File: src/rtl/bg_pkg.sv
// ---------------------------------------------------------------------------
// bg_pkg
// Shared definitions for the bandgap trim sequencer: FSM state encoding, trim
// code widths, reset trim codes (shared with the bandgap digital block) and
// the absolute-delta helper used by the lock detector.
// ---------------------------------------------------------------------------
package bg_pkg;

    typedef enum logic [2:0] {
        ST_IDLE    = 3'd0,
        ST_PWRUP   = 3'd1,
        ST_CONVERT = 3'd2,
        ST_LOCKED  = 3'd3,
        ST_ERROR   = 3'd4
    } bg_state_t;

    localparam int TRIM_W  = 8;
    localparam int DELTA_W = TRIM_W + 1;   // signed difference of two trim codes
    localparam int CAL_W   = 8;

    // Mid-scale codes the bandgap block powers up with.
    localparam logic [TRIM_W-1:0] TRIM_FINE_RST   = 8'h7F;
    localparam logic [TRIM_W-1:0] TRIM_COARSE_RST = 8'h80;
    localparam logic [CAL_W-1:0]  CAL_MAX         = 8'hFF;

    // |a - b| computed in 9-bit signed arithmetic so 8'h00 vs 8'hFF gives 255
    // rather than wrapping.
    function automatic logic [DELTA_W-1:0] abs_delta(input logic [TRIM_W-1:0] a,
                                                     input logic [TRIM_W-1:0] b);
        logic signed [DELTA_W-1:0] diff;
        diff = $signed({1'b0, a}) - $signed({1'b0, b});
        return (diff < 0) ? $unsigned(-diff) : $unsigned(diff);
    endfunction

endpackage

File: src/rtl/bg_lock_detect.sv
// ---------------------------------------------------------------------------
// bg_lock_detect
// Qualifies bandgap results and counts consecutive tolerance outcomes.
//  - One sample per bg_valid rising edge, ignored while bg_coarse=1.
//  - CONVERT mode (track=0): each sample is compared with the previous one;
//    the first sample after enable only primes the reference. run_done fires
//    on the in-tolerance sample that completes LOCK_SAMPLES stable samples.
//  - LOCKED mode (track=1): samples are compared with the latched trim codes;
//    run_done fires on the LOCK_SAMPLES-th consecutive out-of-tolerance one.
// Ports
//  clk, reset        clock, asynchronous active-high reset
//  enable            sampling allowed (CONVERT/LOCKED and no stop this cycle)
//  track             1 = compare against ref_fine/ref_crs (LOCKED)
//  bg_valid          result strobe from bandgap block
//  bg_coarse         bandgap block still in coarse SAR phase
//  fine, crs         current fine / coarse codes
//  ref_fine, ref_crs latched trim codes used in track mode
//  sample_strobe     qualified sample this cycle
//  in_tol            current sample within tolerance of its reference
//  run_done          lock (track=0) or unlock (track=1) condition met
// ---------------------------------------------------------------------------
module bg_lock_detect
    import bg_pkg::*;
#(
    parameter int LOCK_SAMPLES = 4,
    parameter int LOCK_TOL     = 2
) (
    input  logic              clk,
    input  logic              reset,
    input  logic              enable,
    input  logic              track,
    input  logic              bg_valid,
    input  logic              bg_coarse,
    input  logic [TRIM_W-1:0] fine,
    input  logic [TRIM_W-1:0] crs,
    input  logic [TRIM_W-1:0] ref_fine,
    input  logic [TRIM_W-1:0] ref_crs,
    output logic              sample_strobe,
    output logic              in_tol,
    output logic              run_done
);

    localparam int CNT_W = $clog2(LOCK_SAMPLES + 1);
    // Stable run: the primer plus LOCK_SAMPLES-1 in-tolerance deltas.
    localparam logic [CNT_W-1:0]   LOCK_LAST  = CNT_W'(LOCK_SAMPLES - 1);
    localparam logic [CNT_W-1:0]   DRIFT_LAST = CNT_W'(LOCK_SAMPLES);
    localparam logic [DELTA_W-1:0] TOL        = DELTA_W'(LOCK_TOL);

    logic              valid_d;
    logic              primed;
    logic [TRIM_W-1:0] prev_fine;
    logic [TRIM_W-1:0] prev_crs;
    logic [CNT_W-1:0]  run_cnt;
    logic [CNT_W-1:0]  run_next;
    logic [TRIM_W-1:0] cmp_fine;
    logic [TRIM_W-1:0] cmp_crs;

    // NOTE: every output of this block is assigned a default at the top so
    // no path leaves a value unassigned, which would otherwise infer a latch.
    always_comb begin
        cmp_fine      = track ? ref_fine : prev_fine;
        cmp_crs       = track ? ref_crs  : prev_crs;
        sample_strobe = enable && bg_valid && !valid_d && !bg_coarse;
        in_tol        = (track || primed) &&
                        (abs_delta(fine, cmp_fine) <= TOL) && (crs == cmp_crs);
        run_next      = run_cnt + 1'b1;
        run_done      = 1'b0;
        if (sample_strobe) begin
            if (track) begin
                run_done = !in_tol && (run_next == DRIFT_LAST);
            end else begin
                run_done = in_tol && (run_next == LOCK_LAST);
            end
        end
    end

    // NOTE: sequential state uses non-blocking assignments so every register
    // samples pre-edge values, independent of statement order.
    always_ff @(posedge clk or posedge reset) begin
        if (reset) begin
            valid_d   <= 1'b0;
            primed    <= 1'b0;
            // NOTE: the reference codes are plain datapath registers but are
            // still reset, so in_tol never sees X before the first sample.
            prev_fine <= '0;
            prev_crs  <= '0;
            run_cnt   <= '0;
        end else begin
            valid_d <= bg_valid;
            if (!enable) begin
                // Leaving CONVERT/LOCKED: the next calibration re-primes.
                primed  <= 1'b0;
                run_cnt <= '0;
            end else if (sample_strobe) begin
                prev_fine <= fine;
                prev_crs  <= crs;
                primed    <= 1'b1;
                if (run_done) begin
                    // Mode flips on this edge; the new mode starts counting at 0.
                    run_cnt <= '0;
                end else if (track) begin
                    run_cnt <= in_tol ? '0 : run_next;
                end else begin
                    run_cnt <= in_tol ? run_next : '0;
                end
            end
        end
    end

endmodule

File: src/rtl/bg_cal_sequencer.sv
// ---------------------------------------------------------------------------
// bg_cal_sequencer
// Sequences the bandgap SAR trim controller: power-up, reset hold through
// analog settling, lock detection on the trim results, drift tracking while
// locked and optional periodic recalibration.
// Ports
//  clk, reset     10 MHz clock, asynchronous active-high reset
//  start          one-cycle request to begin calibration (ignored while busy)
//  stop           one-cycle request to abort and power down (wins over start)
//  bg_valid       result strobe from bandgap block (high 2 cycles per result)
//  bg_coarse      bandgap block still in coarse SAR phase
//  bg_idac_fine   fine IDAC code from bandgap block
//  bg_idac_crs    coarse IDAC code from bandgap block
//  bg_reset       reset to bandgap block
//  bg_pwrup       power-up to bandgap block
//  trim_fine      latched fine trim code
//  trim_coarse    latched coarse trim code
//  locked         trim codes stable and valid
//  busy           state is PWRUP, CONVERT or LOCKED
//  timeout_err    sticky: calibration failed to lock, cleared by start
//  cal_count      completed lock events, saturating
// ---------------------------------------------------------------------------
module bg_cal_sequencer
    import bg_pkg::*;
#(
    parameter int SETTLE_CYCLES  = 1000,
    parameter int LOCK_SAMPLES   = 4,
    parameter int LOCK_TOL       = 2,
    parameter int TIMEOUT_CYCLES = 65535,
    parameter int RECAL_PERIOD   = 0
) (
    input  logic              clk,
    input  logic              reset,
    input  logic              start,
    input  logic              stop,
    input  logic              bg_valid,
    input  logic              bg_coarse,
    input  logic [TRIM_W-1:0] bg_idac_fine,
    input  logic [TRIM_W-1:0] bg_idac_crs,
    output logic              bg_reset,
    output logic              bg_pwrup,
    output logic [TRIM_W-1:0] trim_fine,
    output logic [TRIM_W-1:0] trim_coarse,
    output logic              locked,
    output logic              busy,
    output logic              timeout_err,
    output logic [CAL_W-1:0]  cal_count
);

    localparam int SETTLE_W  = (SETTLE_CYCLES  > 1) ? $clog2(SETTLE_CYCLES)  : 1;
    localparam int TIMEOUT_W = (TIMEOUT_CYCLES > 1) ? $clog2(TIMEOUT_CYCLES) : 1;
    localparam int RECAL_W   = (RECAL_PERIOD   > 1) ? $clog2(RECAL_PERIOD)   : 1;

    // Each counter starts at 0 on state entry, so the exit compare is N-1.
    localparam logic [SETTLE_W-1:0]  SETTLE_LAST  = SETTLE_W'(SETTLE_CYCLES - 1);
    localparam logic [TIMEOUT_W-1:0] TIMEOUT_LAST = TIMEOUT_W'(TIMEOUT_CYCLES - 1);
    localparam logic [RECAL_W-1:0]   RECAL_LAST   = RECAL_W'(RECAL_PERIOD - 1);

    bg_state_t            state;
    logic [SETTLE_W-1:0]  settle_cnt;
    logic [TIMEOUT_W-1:0] timeout_cnt;
    logic [RECAL_W-1:0]   recal_cnt;

    logic det_enable;
    logic det_track;
    logic sample_strobe;
    logic in_tol;
    logic run_done;

    // A stop cycle discards any bg_valid edge arriving with it.
    assign det_enable = ((state == ST_CONVERT) || (state == ST_LOCKED)) && !stop;
    assign det_track  = (state == ST_LOCKED);

    bg_lock_detect #(
        .LOCK_SAMPLES (LOCK_SAMPLES),
        .LOCK_TOL     (LOCK_TOL)
    ) u_lock_detect (
        .clk           (clk),
        .reset         (reset),
        .enable        (det_enable),
        .track         (det_track),
        .bg_valid      (bg_valid),
        .bg_coarse     (bg_coarse),
        .fine          (bg_idac_fine),
        .crs           (bg_idac_crs),
        .ref_fine      (trim_fine),
        .ref_crs       (trim_coarse),
        .sample_strobe (sample_strobe),
        .in_tol        (in_tol),
        .run_done      (run_done)
    );

    always_ff @(posedge clk or posedge reset) begin
        if (reset) begin
            state       <= ST_IDLE;
            bg_reset    <= 1'b1;
            bg_pwrup    <= 1'b0;
            trim_fine   <= TRIM_FINE_RST;
            trim_coarse <= TRIM_COARSE_RST;
            locked      <= 1'b0;
            busy        <= 1'b0;
            timeout_err <= 1'b0;
            cal_count   <= '0;
            settle_cnt  <= '0;
            timeout_cnt <= '0;
            recal_cnt   <= '0;
        end else if (stop) begin
            // Abort from any state; trim codes and timeout_err are kept.
            state       <= ST_IDLE;
            bg_reset    <= 1'b1;
            bg_pwrup    <= 1'b0;
            locked      <= 1'b0;
            busy        <= 1'b0;
            settle_cnt  <= '0;
            timeout_cnt <= '0;
            recal_cnt   <= '0;
        end else begin
            case (state)
                ST_IDLE, ST_ERROR: begin
                    if (start) begin
                        state       <= ST_PWRUP;
                        bg_pwrup    <= 1'b1;
                        bg_reset    <= 1'b1;
                        busy        <= 1'b1;
                        timeout_err <= 1'b0;
                        settle_cnt  <= '0;
                    end
                end

                ST_PWRUP: begin
                    if (settle_cnt == SETTLE_LAST) begin
                        state       <= ST_CONVERT;
                        bg_reset    <= 1'b0;
                        settle_cnt  <= '0;
                        timeout_cnt <= '0;
                    end else begin
                        settle_cnt <= settle_cnt + 1'b1;
                    end
                end

                ST_CONVERT: begin
                    // A lock on the final timeout cycle still counts as a lock.
                    if (run_done) begin
                        state       <= ST_LOCKED;
                        locked      <= 1'b1;
                        trim_fine   <= bg_idac_fine;
                        trim_coarse <= bg_idac_crs;
                        if (cal_count != CAL_MAX) begin
                            cal_count <= cal_count + 1'b1;
                        end
                        timeout_cnt <= '0;
                        recal_cnt   <= '0;
                    end else if (timeout_cnt == TIMEOUT_LAST) begin
                        state       <= ST_ERROR;
                        bg_pwrup    <= 1'b0;
                        bg_reset    <= 1'b1;
                        busy        <= 1'b0;
                        timeout_err <= 1'b1;
                        timeout_cnt <= '0;
                    end else begin
                        timeout_cnt <= timeout_cnt + 1'b1;
                    end
                end

                ST_LOCKED: begin
                    if ((RECAL_PERIOD != 0) && (recal_cnt == RECAL_LAST)) begin
                        // Forced recalibration: full power-up sequence again.
                        state      <= ST_PWRUP;
                        locked     <= 1'b0;
                        bg_reset   <= 1'b1;
                        settle_cnt <= '0;
                        recal_cnt  <= '0;
                    end else if (run_done) begin
                        // Drifted: reconverge without resetting the bandgap.
                        state       <= ST_CONVERT;
                        locked      <= 1'b0;
                        timeout_cnt <= '0;
                        recal_cnt   <= '0;
                    end else if (RECAL_PERIOD != 0) begin
                        recal_cnt <= recal_cnt + 1'b1;
                    end
                end

                default: begin
                    state    <= ST_IDLE;
                    bg_reset <= 1'b1;
                    bg_pwrup <= 1'b0;
                    locked   <= 1'b0;
                    busy     <= 1'b0;
                end
            endcase
        end
    end

endmodule

File: config.mk
export PLATFORM = sky130hd
export DESIGN_NAME = bg_cal_sequencer
export DESIGN_NICKNAME = d
export VERILOG_FILES = /design/src/rtl/bg_pkg.sv /design/src/rtl/bg_lock_detect.sv /design/src/rtl/bg_cal_sequencer.sv
export SDC_FILE = /design/constraint.sdc
export NUM_CORES = 1
export LEC_CHECK = 0
export ABC_AREA = 1
export BUFFER_PORTS_ARGS = -buffer_cell sky130_fd_sc_hd__buf_2
export CAP_MARGIN = 40
export CORE_AREA = 8 8 103 105
export CTS_CLUSTER_DIAMETER = 60
export DETAILED_ROUTE_END_ITERATION = 10
export DIE_AREA = 0 0 111 113
export HOLD_SLACK_MARGIN = 0.15
export PLACE_DENSITY = 0.8
export SLEW_MARGIN = 20
export SYNTH_ARGS = -nofsm -noshare
export SYNTH_HDL_FRONTEND = slang
export SYNTH_SLANG_ARGS = --single-unit
File: constraint.sdc
create_clock -name clk -period 4.2 [get_ports clk]
set_input_delay 0.21 -clock clk [delete_from_list [all_inputs] [get_ports clk]]
set_output_delay 0.21 -clock clk [all_outputs]
set_load 0.01 [all_outputs]
### After elaboration in Yosys (flattened, before gate mapping)

Index checks and enable logic that the tools add are counted.

| operators by class | value |
|---|---|
| reductions and logical operators | 31 |
| equal/unequal tests | 24 |
| add/sub/neg operators | 6 |
| bitwise logic cells | 1 |
| $lt $le $gt $ge | 2 |
| muxes and demuxes | 46 |

Operator list:

| cell | count |
|---|---|
| $mux W16 | 5 |
| $pmux W16 S3 | 1 |
| $mux W3 | 12 |
| $mux W10 | 3 |
| $pmux W10 S2 | 1 |
| $add A16 B1 Y16 const B | 1 |
| $eq A16 B16 Y1 const B | 1 |
| $mux W1 | 16 |
| $mux W8 | 2 |
| $ne A3 B3 Y1 const B | 5 |
| $pmux W3 S4 | 1 |
| $reduce_and A4 Y1 | 3 |
| $add A10 B1 Y10 const B | 1 |
| $eq A10 B10 Y1 const B | 1 |
| $reduce_and A5 Y1 | 2 |
| $eq A3 B2 Y1 const B | 3 |
| $le A9 B2 Y1 const B | 1 |
| $lt A9 B1 Y1 const B | 1 |
| $mux W9 | 1 |
| $neg A9 Y9 | 1 |
| $reduce_and A3 Y1 | 3 |
| $sub A8 B8 Y9 | 1 |
| $add A8 B1 Y8 const B | 1 |
| $eq A8 B8 Y1 | 1 |
| 22 further kinds | 42 |

| word-level totals | value |
|---|---|
| output and inout bits | 29 |
| bits of input ports | 22 |
| flip-flop bits (word level) | 78 |
| word-level logic and storage cells | 125 |

### Logic depth before layout (Yosys ltp)

| depth | value |
|---|---|
| depth in word-level cells | 15 |
| mapped depth | 30 |
| gate-level depth less buffers | 26 |

### Hierarchy

From an unflattened synthesis, not the netlist that was laid out.

| unflattened totals | value |
|---|---|
| cells, all modules | 789 |
| area, all modules | 5302.6 um2 |

Modules (own cells, without submodules):

| module | cells an instance | instances | area each (um2) | seq. area each (um2) |
|---|---|---|---|---|
| bg_cal_sequencer | 452 | 1 | 3291.9 | 1437.6 |
| bg_lock_detect | 337 | 1 | 2010.7 | 525.5 |

### Worst setup path before layout

No wires, ideal clock.

| path | value |
|---|---|
| kind | register to register |
| from | register state[2] |
| to | register timeout_cnt[9] |
| slack | 693 ps |
| data arrival time | 3387 ps |
| library setup time | 120 ps |
| cell stages (with the launch flop) | 22 |
| buffers on the path | 3 |
| required time | 4080 ps |
| clock period less this slack | 3507 ps |
| path through | dfrtp_1 > buf_4 > inv_4 > nand3_4 > buf_8 > clkbuf_1 > o21ai_0 > ha_1 > fa_1 > nand2_1 > nor2_1 > nand3_1 > nand3_1 > nand2_1 > nor2_2 > nand3_4 > a21oi_4 > nand2_4 > nand2_4 > nand2_1 > o21ai_0 > nor2_1 |

| on the way | value |
|---|---|
| cells in the longest elaborated chain, start to end | 15 |
| elaborated cells on any way between the ends | 31 |

Ends and longest elaborated chain:

| element | line | text |
|---|---|---|
| from (decl) | bg_cal_sequencer.sv:59 | `bg_state_t state;` |
| from (signal assigned) | bg_cal_sequencer.sv:95 | `state <= ST_IDLE;` |
| from (signal assigned) | bg_cal_sequencer.sv:109 | `state <= ST_IDLE;` |
| from (signal assigned) | bg_cal_sequencer.sv:121 | `state <= ST_PWRUP;` |
| $eq A3 B2 Y1 | bg_cal_sequencer.sv:71, bg_cal_sequencer.sv:72, bg_cal_sequencer.sv:118 |  |
| $mux W8 | bg_lock_detect.sv:61 | `cmp_fine = track ? ref_fine : prev_fine;` |
| $sub A8 B8 Y9 | bg_pkg.sv:31 | `diff = $signed({1'b0, a}) - $signed({1'b0, b});` |
| $neg A9 Y9 / $lt A9 B1 Y1 (equally long branches) | bg_pkg.sv:32 | `return (diff < 0) ? $unsigned(-diff) : $unsigned(diff);` |
| $mux W9 | bg_pkg.sv:32 |  |
| $le A9 B2 Y1 | bg_lock_detect.sv:65 | `(abs_delta(fine, cmp_fine) <= TOL) && (crs == cmp_crs);` |
| $logic_and A1 B1 Y1 | bg_lock_detect.sv:64 | `in_tol = (track \|\| primed) &&` |
| $logic_and A1 B1 Y1 | bg_lock_detect.sv:65 |  |
| $logic_not A1 Y1 | bg_lock_detect.sv:70 | `run_done = !in_tol && (run_next == DRIFT_LAST);` |
| $logic_and A1 B1 Y1 | bg_lock_detect.sv:70 |  |
| $mux W1 | bg_lock_detect.sv:69 | `if (track) begin` |
| $mux W1 | bg_lock_detect.sv:68 | `if (sample_strobe) begin` |
| $mux W16 | bg_cal_sequencer.sv:143 | `if (run_done) begin` |
| $pmux W16 S3 | bg_cal_sequencer.sv:118 | `case (state)` |
| $mux W16 | bg_cal_sequencer.sv:107 | `end else if (stop) begin` |
| to (signal assigned) | bg_cal_sequencer.sv:161 | `timeout_cnt <= timeout_cnt + 1'b1;` |
| to (decl) | bg_cal_sequencer.sv:61 | `logic [TIMEOUT_W-1:0] timeout_cnt;` |

Several ways; a longest one is shown, not always the timed one.
A chain may end at the register's enable or synchronous reset.

### Final worst setup path

| path | value |
|---|---|
| from | register state[2] |
| to | register timeout_cnt[5] |

Same word-level chain as after synthesis.

==> flow_results.xml <==
<?xml version="1.0" encoding="UTF-8"?>
<metrics>
  <group name="outcome">
    <metric name="run_status" unit="">complete, no violations</metric>
  </group>
  <group name="grt">
    <metric name="grtUsageTotal" unit="%">19.6</metric>
    <metric name="pin_count_of_the_biggest_net_entering_global_routing" unit="">42</metric>
    <metric name="gr-total-overflow" unit="">0</metric>
    <metric name="antenna_found_initial" unit="">0</metric>
    <metric name="grt_first_pass_wirelength" unit="mm">21.0</metric>
    <metric name="via_count_of_the_first_global_routing_pass" unit="">4741</metric>
  </group>
  <group name="worst_setup_path">
    <metric name="worst_setup_path_end_kind" unit="">flip-flop</metric>
    <metric name="path_common_cell" unit="">sky130_fd_sc_hd__nand2_1</metric>
    <metric name="critPathLaunch" unit="">state[2]$_DFFE_PP0P_</metric>
    <metric name="worst-endpoint-arrival" unit="ns">3.98</metric>
    <metric name="critical_path.reg2reg.endpoint" unit="">timeout_cnt[5]$_DFFE_PP0P_</metric>
    <metric name="r2r-start" unit="">state[2]$_DFFE_PP0P_</metric>
    <metric name="worstPathCellList" unit="">inv_4, nand3_4, nand2_1, o21ai_0, ha_1, fa_1, nand2_1, nor2_1, nand3_1, nand3_1, nand2_1, nor2_2, nand3_4, a21oi_4, nand2_4, o21ai_2, nand2_2, inv_2, nor2_1</metric>
    <metric name="start_kind" unit="">flip-flop</metric>
    <metric name="critical-path-max-stage-delay" unit="ns">0.58</metric>
    <metric name="worst-path-max-fanout" unit="">11</metric>
    <metric name="crit_type" unit="">flip-flop to flip-flop</metric>
    <metric name="r2r.worst_path.cells" unit="">19</metric>
    <metric name="worstPathRequired" unit="ns">4.44</metric>
    <metric name="critical_path.slowest_cell" unit="">sky130_fd_sc_hd__fa_1</metric>
    <metric name="reg2reg_setup_slack" unit="ns">0.46</metric>
  </group>
  <group name="logic_synthesis">
    <metric name="synth-edff-count" unit="">0</metric>
    <metric name="synth-main-ff-cell" unit="">sky130_fd_sc_hd__dfrtp_1</metric>
    <metric name="synth_top_area_cell" unit="">sky130_fd_sc_hd__dfrtp_1</metric>
    <metric name="synth_cells" unit="">730</metric>
    <metric name="ys_top_cells_by_area" unit="">sky130_fd_sc_hd__dfrtp_1 33%, sky130_fd_sc_hd__nand2_1 15%, sky130_fd_sc_hd__inv_1 7.6%, sky130_fd_sc_hd__nor2_1 5.2%, sky130_fd_sc_hd__o21ai_0 4.9%</metric>
    <metric name="seq_area_frac_synth" unit="%">37.8</metric>
    <metric name="synth_nets" unit="">768</metric>
    <metric name="yosys.cell_types.count" unit="">46</metric>
    <metric name="netlist.area_leader.share" unit="%">33.3</metric>
    <metric name="synth.most_common_cell" unit="">sky130_fd_sc_hd__nand2_1</metric>
    <metric name="async_set_reset_flop_share_out_of_synthesis" unit="%">100</metric>
    <metric name="post_synth.cell_area_avg" unit="um2">7.11</metric>
    <metric name="post_synth_instance_area" unit="um2">5190</metric>
    <metric name="synth.top_cells.by_count" unit="">204 x sky130_fd_sc_hd__nand2_1, 105 x sky130_fd_sc_hd__inv_1, 72 x sky130_fd_sc_hd__nor2_1, 69 x sky130_fd_sc_hd__dfrtp_1, 51 x sky130_fd_sc_hd__o21ai_0</metric>
    <metric name="number_of_warnings_reported_in_the_yosys_synthesis_log" unit="">0</metric>
    <metric name="postSynthRegisterBits" unit="">78</metric>
  </group>
  <group name="floorplan">
    <metric name="die-area" unit="um2">12500</metric>
    <metric name="die_height" unit="um">113</metric>
    <metric name="initial_utilization" unit="%">57.8</metric>
    <metric name="core_region" unit="um2">8980</metric>
    <metric name="fp-row-count" unit="">35</metric>
    <metric name="io_pins" unit="">51</metric>
    <metric name="chipWidth" unit="um">111</metric>
  </group>
  <group name="route">
    <metric name="drt-initial-drc-count" unit="">311</metric>
    <metric name="route.vias.total" unit="">4854</metric>
    <metric name="via_per_inst" unit="">5.35</metric>
    <metric name="drcViolationCount" unit="">0</metric>
    <metric name="wl_per_cell" unit="um">13.4</metric>
    <metric name="drt_pre_antenna_iters" unit="">6</metric>
    <metric name="detail-route-antenna-nets" unit="">0</metric>
    <metric name="wl" unit="mm">12.2</metric>
  </group>
  <group name="power">
    <metric name="total_power" unit="mW">2.94</metric>
    <metric name="worst_ir_drop_vdd" unit="uV">253</metric>
    <metric name="leakage" unit="nW">3.05</metric>
    <metric name="pwr_density_cell" unit="nW/um2">504</metric>
  </group>
  <group name="run">
    <metric name="cap_viol_max_count" unit="">0</metric>
  </group>
  <group name="placement">
    <metric name="post_dp_cell_area" unit="um2">5480</metric>
    <metric name="routabilityCongestion" unit="">0.918</metric>
    <metric name="numPortBuffers" unit="">50</metric>
    <metric name="place_hpwl" unit="mm">9.01</metric>
  </group>
  <group name="timing">
    <metric name="final_critical_path_time_including_i_o_delays_and_setup" unit="ns">3.74</metric>
    <metric name="max_freq" unit="MHz">268</metric>
    <metric name="fin_worst_skew" unit="ns">0.0102</metric>
    <metric name="setup_repair_after_global_routing_missed_its_margin" unit="">false</metric>
    <metric name="timing_hold_violations_final" unit="">0</metric>
    <metric name="maxSlewViolCount" unit="">0</metric>
    <metric name="period_share" unit="%">89.0</metric>
    <metric name="totalNegativeSetupSlack" unit="ns">0</metric>
    <metric name="tightest_slew" unit="ns">0.693</metric>
    <metric name="setup_viol" unit="">0</metric>
    <metric name="timing.max_slew.rel_slack" unit="%">53.7</metric>
  </group>
  <group name="finish">
    <metric name="antenna_cells" unit="">0</metric>
    <metric name="drive_gt1_share" unit="%">15.8</metric>
    <metric name="final.fill_count" unit="">762</metric>
    <metric name="synthToLayoutAreaGrowth" unit="%">12.4</metric>
    <metric name="num-nets-final" unit="">829</metric>
    <metric name="stdcell_area" unit="um2">5840</metric>
  </group>
  <group name="worst_hold_path">
    <metric name="timing.hold.worst_path_depth" unit="">3</metric>
    <metric name="min-delay-path-class" unit="">input pin to flip-flop</metric>
    <metric name="hold_path.startpoint" unit="">bg_idac_crs[5]</metric>
    <metric name="min_delay_worst_endpoint" unit="">u_lock_detect.prev_crs[5]$_DFFE_PP0P_</metric>
  </group>
  <group name="clocking">
    <metric name="cts_inserted_buffers" unit="">9</metric>
    <metric name="clkSinkCount" unit="">78</metric>
    <metric name="clkLatencyLatePin" unit="ns">0.36</metric>
    <metric name="cts-root-to-sink-buffers" unit="">2</metric>
    <metric name="postCtsSetupRepairBufs" unit="">0</metric>
    <metric name="tritoncts" unit="">yes</metric>
    <metric name="ctsRootBufferMaster" unit="">sky130_fd_sc_hd__clkbuf_8</metric>
    <metric name="post_cts_clock_slew_at_the_launch_and_capture_registers_of_the_worst_setup_and_hold_paths" unit="ns">0.08</metric>
    <metric name="cts.htree.levels" unit="">3</metric>
  </group>
</metrics>
[worst max-delay path by stage]
stage / end / depth (start not counted)
final: timeout_cnt[5]$_DFFE_PP0P_ / 19
after floorplan: timeout_cnt[9]$_DFFE_PP0P_ / 21
after CTS: busy$_DFFE_PP0P_ / 17
after global placement: busy$_DFFE_PP0P_ / 17
after detailed placement: busy$_DFFE_PP0P_ / 17
after global routing: timeout_cnt[9]$_DFFE_PP0P_ / 22
[power breakdown]
group	switching [mW]	internal, mW	total [mW]
logic	0.911	0.456	1.37
clock network	0.283	0.334	0.617
registers	0.0971	0.859	0.956
total	1.29	1.65	2.94
[placed cells by master (no fill, tap or decap), drive strengths merged]
master,count
nand3b,2
xor2,2
and2,2
o2111ai,1
o31ai,3
dfrtp,69
fa,1
clkbuf,10
o21ai,54
clkinvlp,1
nand2,217
a211oi,1
mux2i,6
a21oi,22
nor3b,2
a31oi,1
nand3,56
xnor2,5
inv,114
clkinv,4
nor2,79
buf,55
or2,1
bufinv,2
nor3,17
nor4,3
ha,15
o21a,1
a22o,1
dfstp,9
dlygate4sd3,12
nand4,28
[metrics by stage]
stage                     hold slack [ns]  setup slack, ns  cells  utilization (%)
final                               0.162            0.464    907             65.0
after global routing                0.164           0.0503    907             65.0
after CTS                           0.155            0.356    907             64.8
after detailed placement            0.338            0.381    879             61.1
after global placement              0.334            0.577    879             61.1
after floorplan                     0.241            0.693    730                -
[worst max-delay path, delay by kind of cell, from the launching register on]
kind	cells	cell delay (ns)
buffers and inverters	2	0.31
flip-flops	1	0.52
AO/OA/AOI/OAI	3	0.42
AND/OR/NAND/NOR	12	1.54
adder cells (fa/ha/maj)	2	0.81
[layer usage]
metal	vias up	part of all wire, %	global-route usage, %
met4	0	2.0	7.03
li1	2459	-	-
met2	130	51	34.9
met1	2242	43	22.7
met3	23	4.8	4.23
met5	-	0	0
[registers in the layout (all words and copies together) (netlist names), 3 cells and up]
register and flops:
cal_count 8, u_lock_detect.run_cnt 3, settle_cnt 10, u_lock_detect.prev_fine 8, state 3, trim_coarse 8
u_lock_detect.prev_crs 8, timeout_cnt 16, trim_fine 8
[logic make-up after synthesis]
group,after synthesis,synth area share (%)
AOI/OAI and AO/OA,84,9.18
xor gates and xnor gates,7,1.18
adders and majority gates,16,4.00
buffers and inverters,132,11.0
DFF,78,37.8
muxes,6,1.16
and+or+nand+nor,407,35.6
[timing repair]
item                                    CTS  global route
gates resized for setup                   0             3
endpoints found under the setup margin    0            12
endpoints found under the hold margin    48             0
hold buffers                             12             0
[cell type report]
cell class                      count  area, um2  share of cell area [%]
Timing Repair Buffer               67        408                    6.99
Sequential cell                    78       1960                    33.7
Multi-Input combinational cell    520       2670                    45.8
Clock inverter                      6       86.3                    1.48
Tap cell                          111        139                    2.38
Inverter                          115        438                    7.50
Clock buffer                       10        128                    2.19
Note: power is estimated with default switching activity, not from simulation.
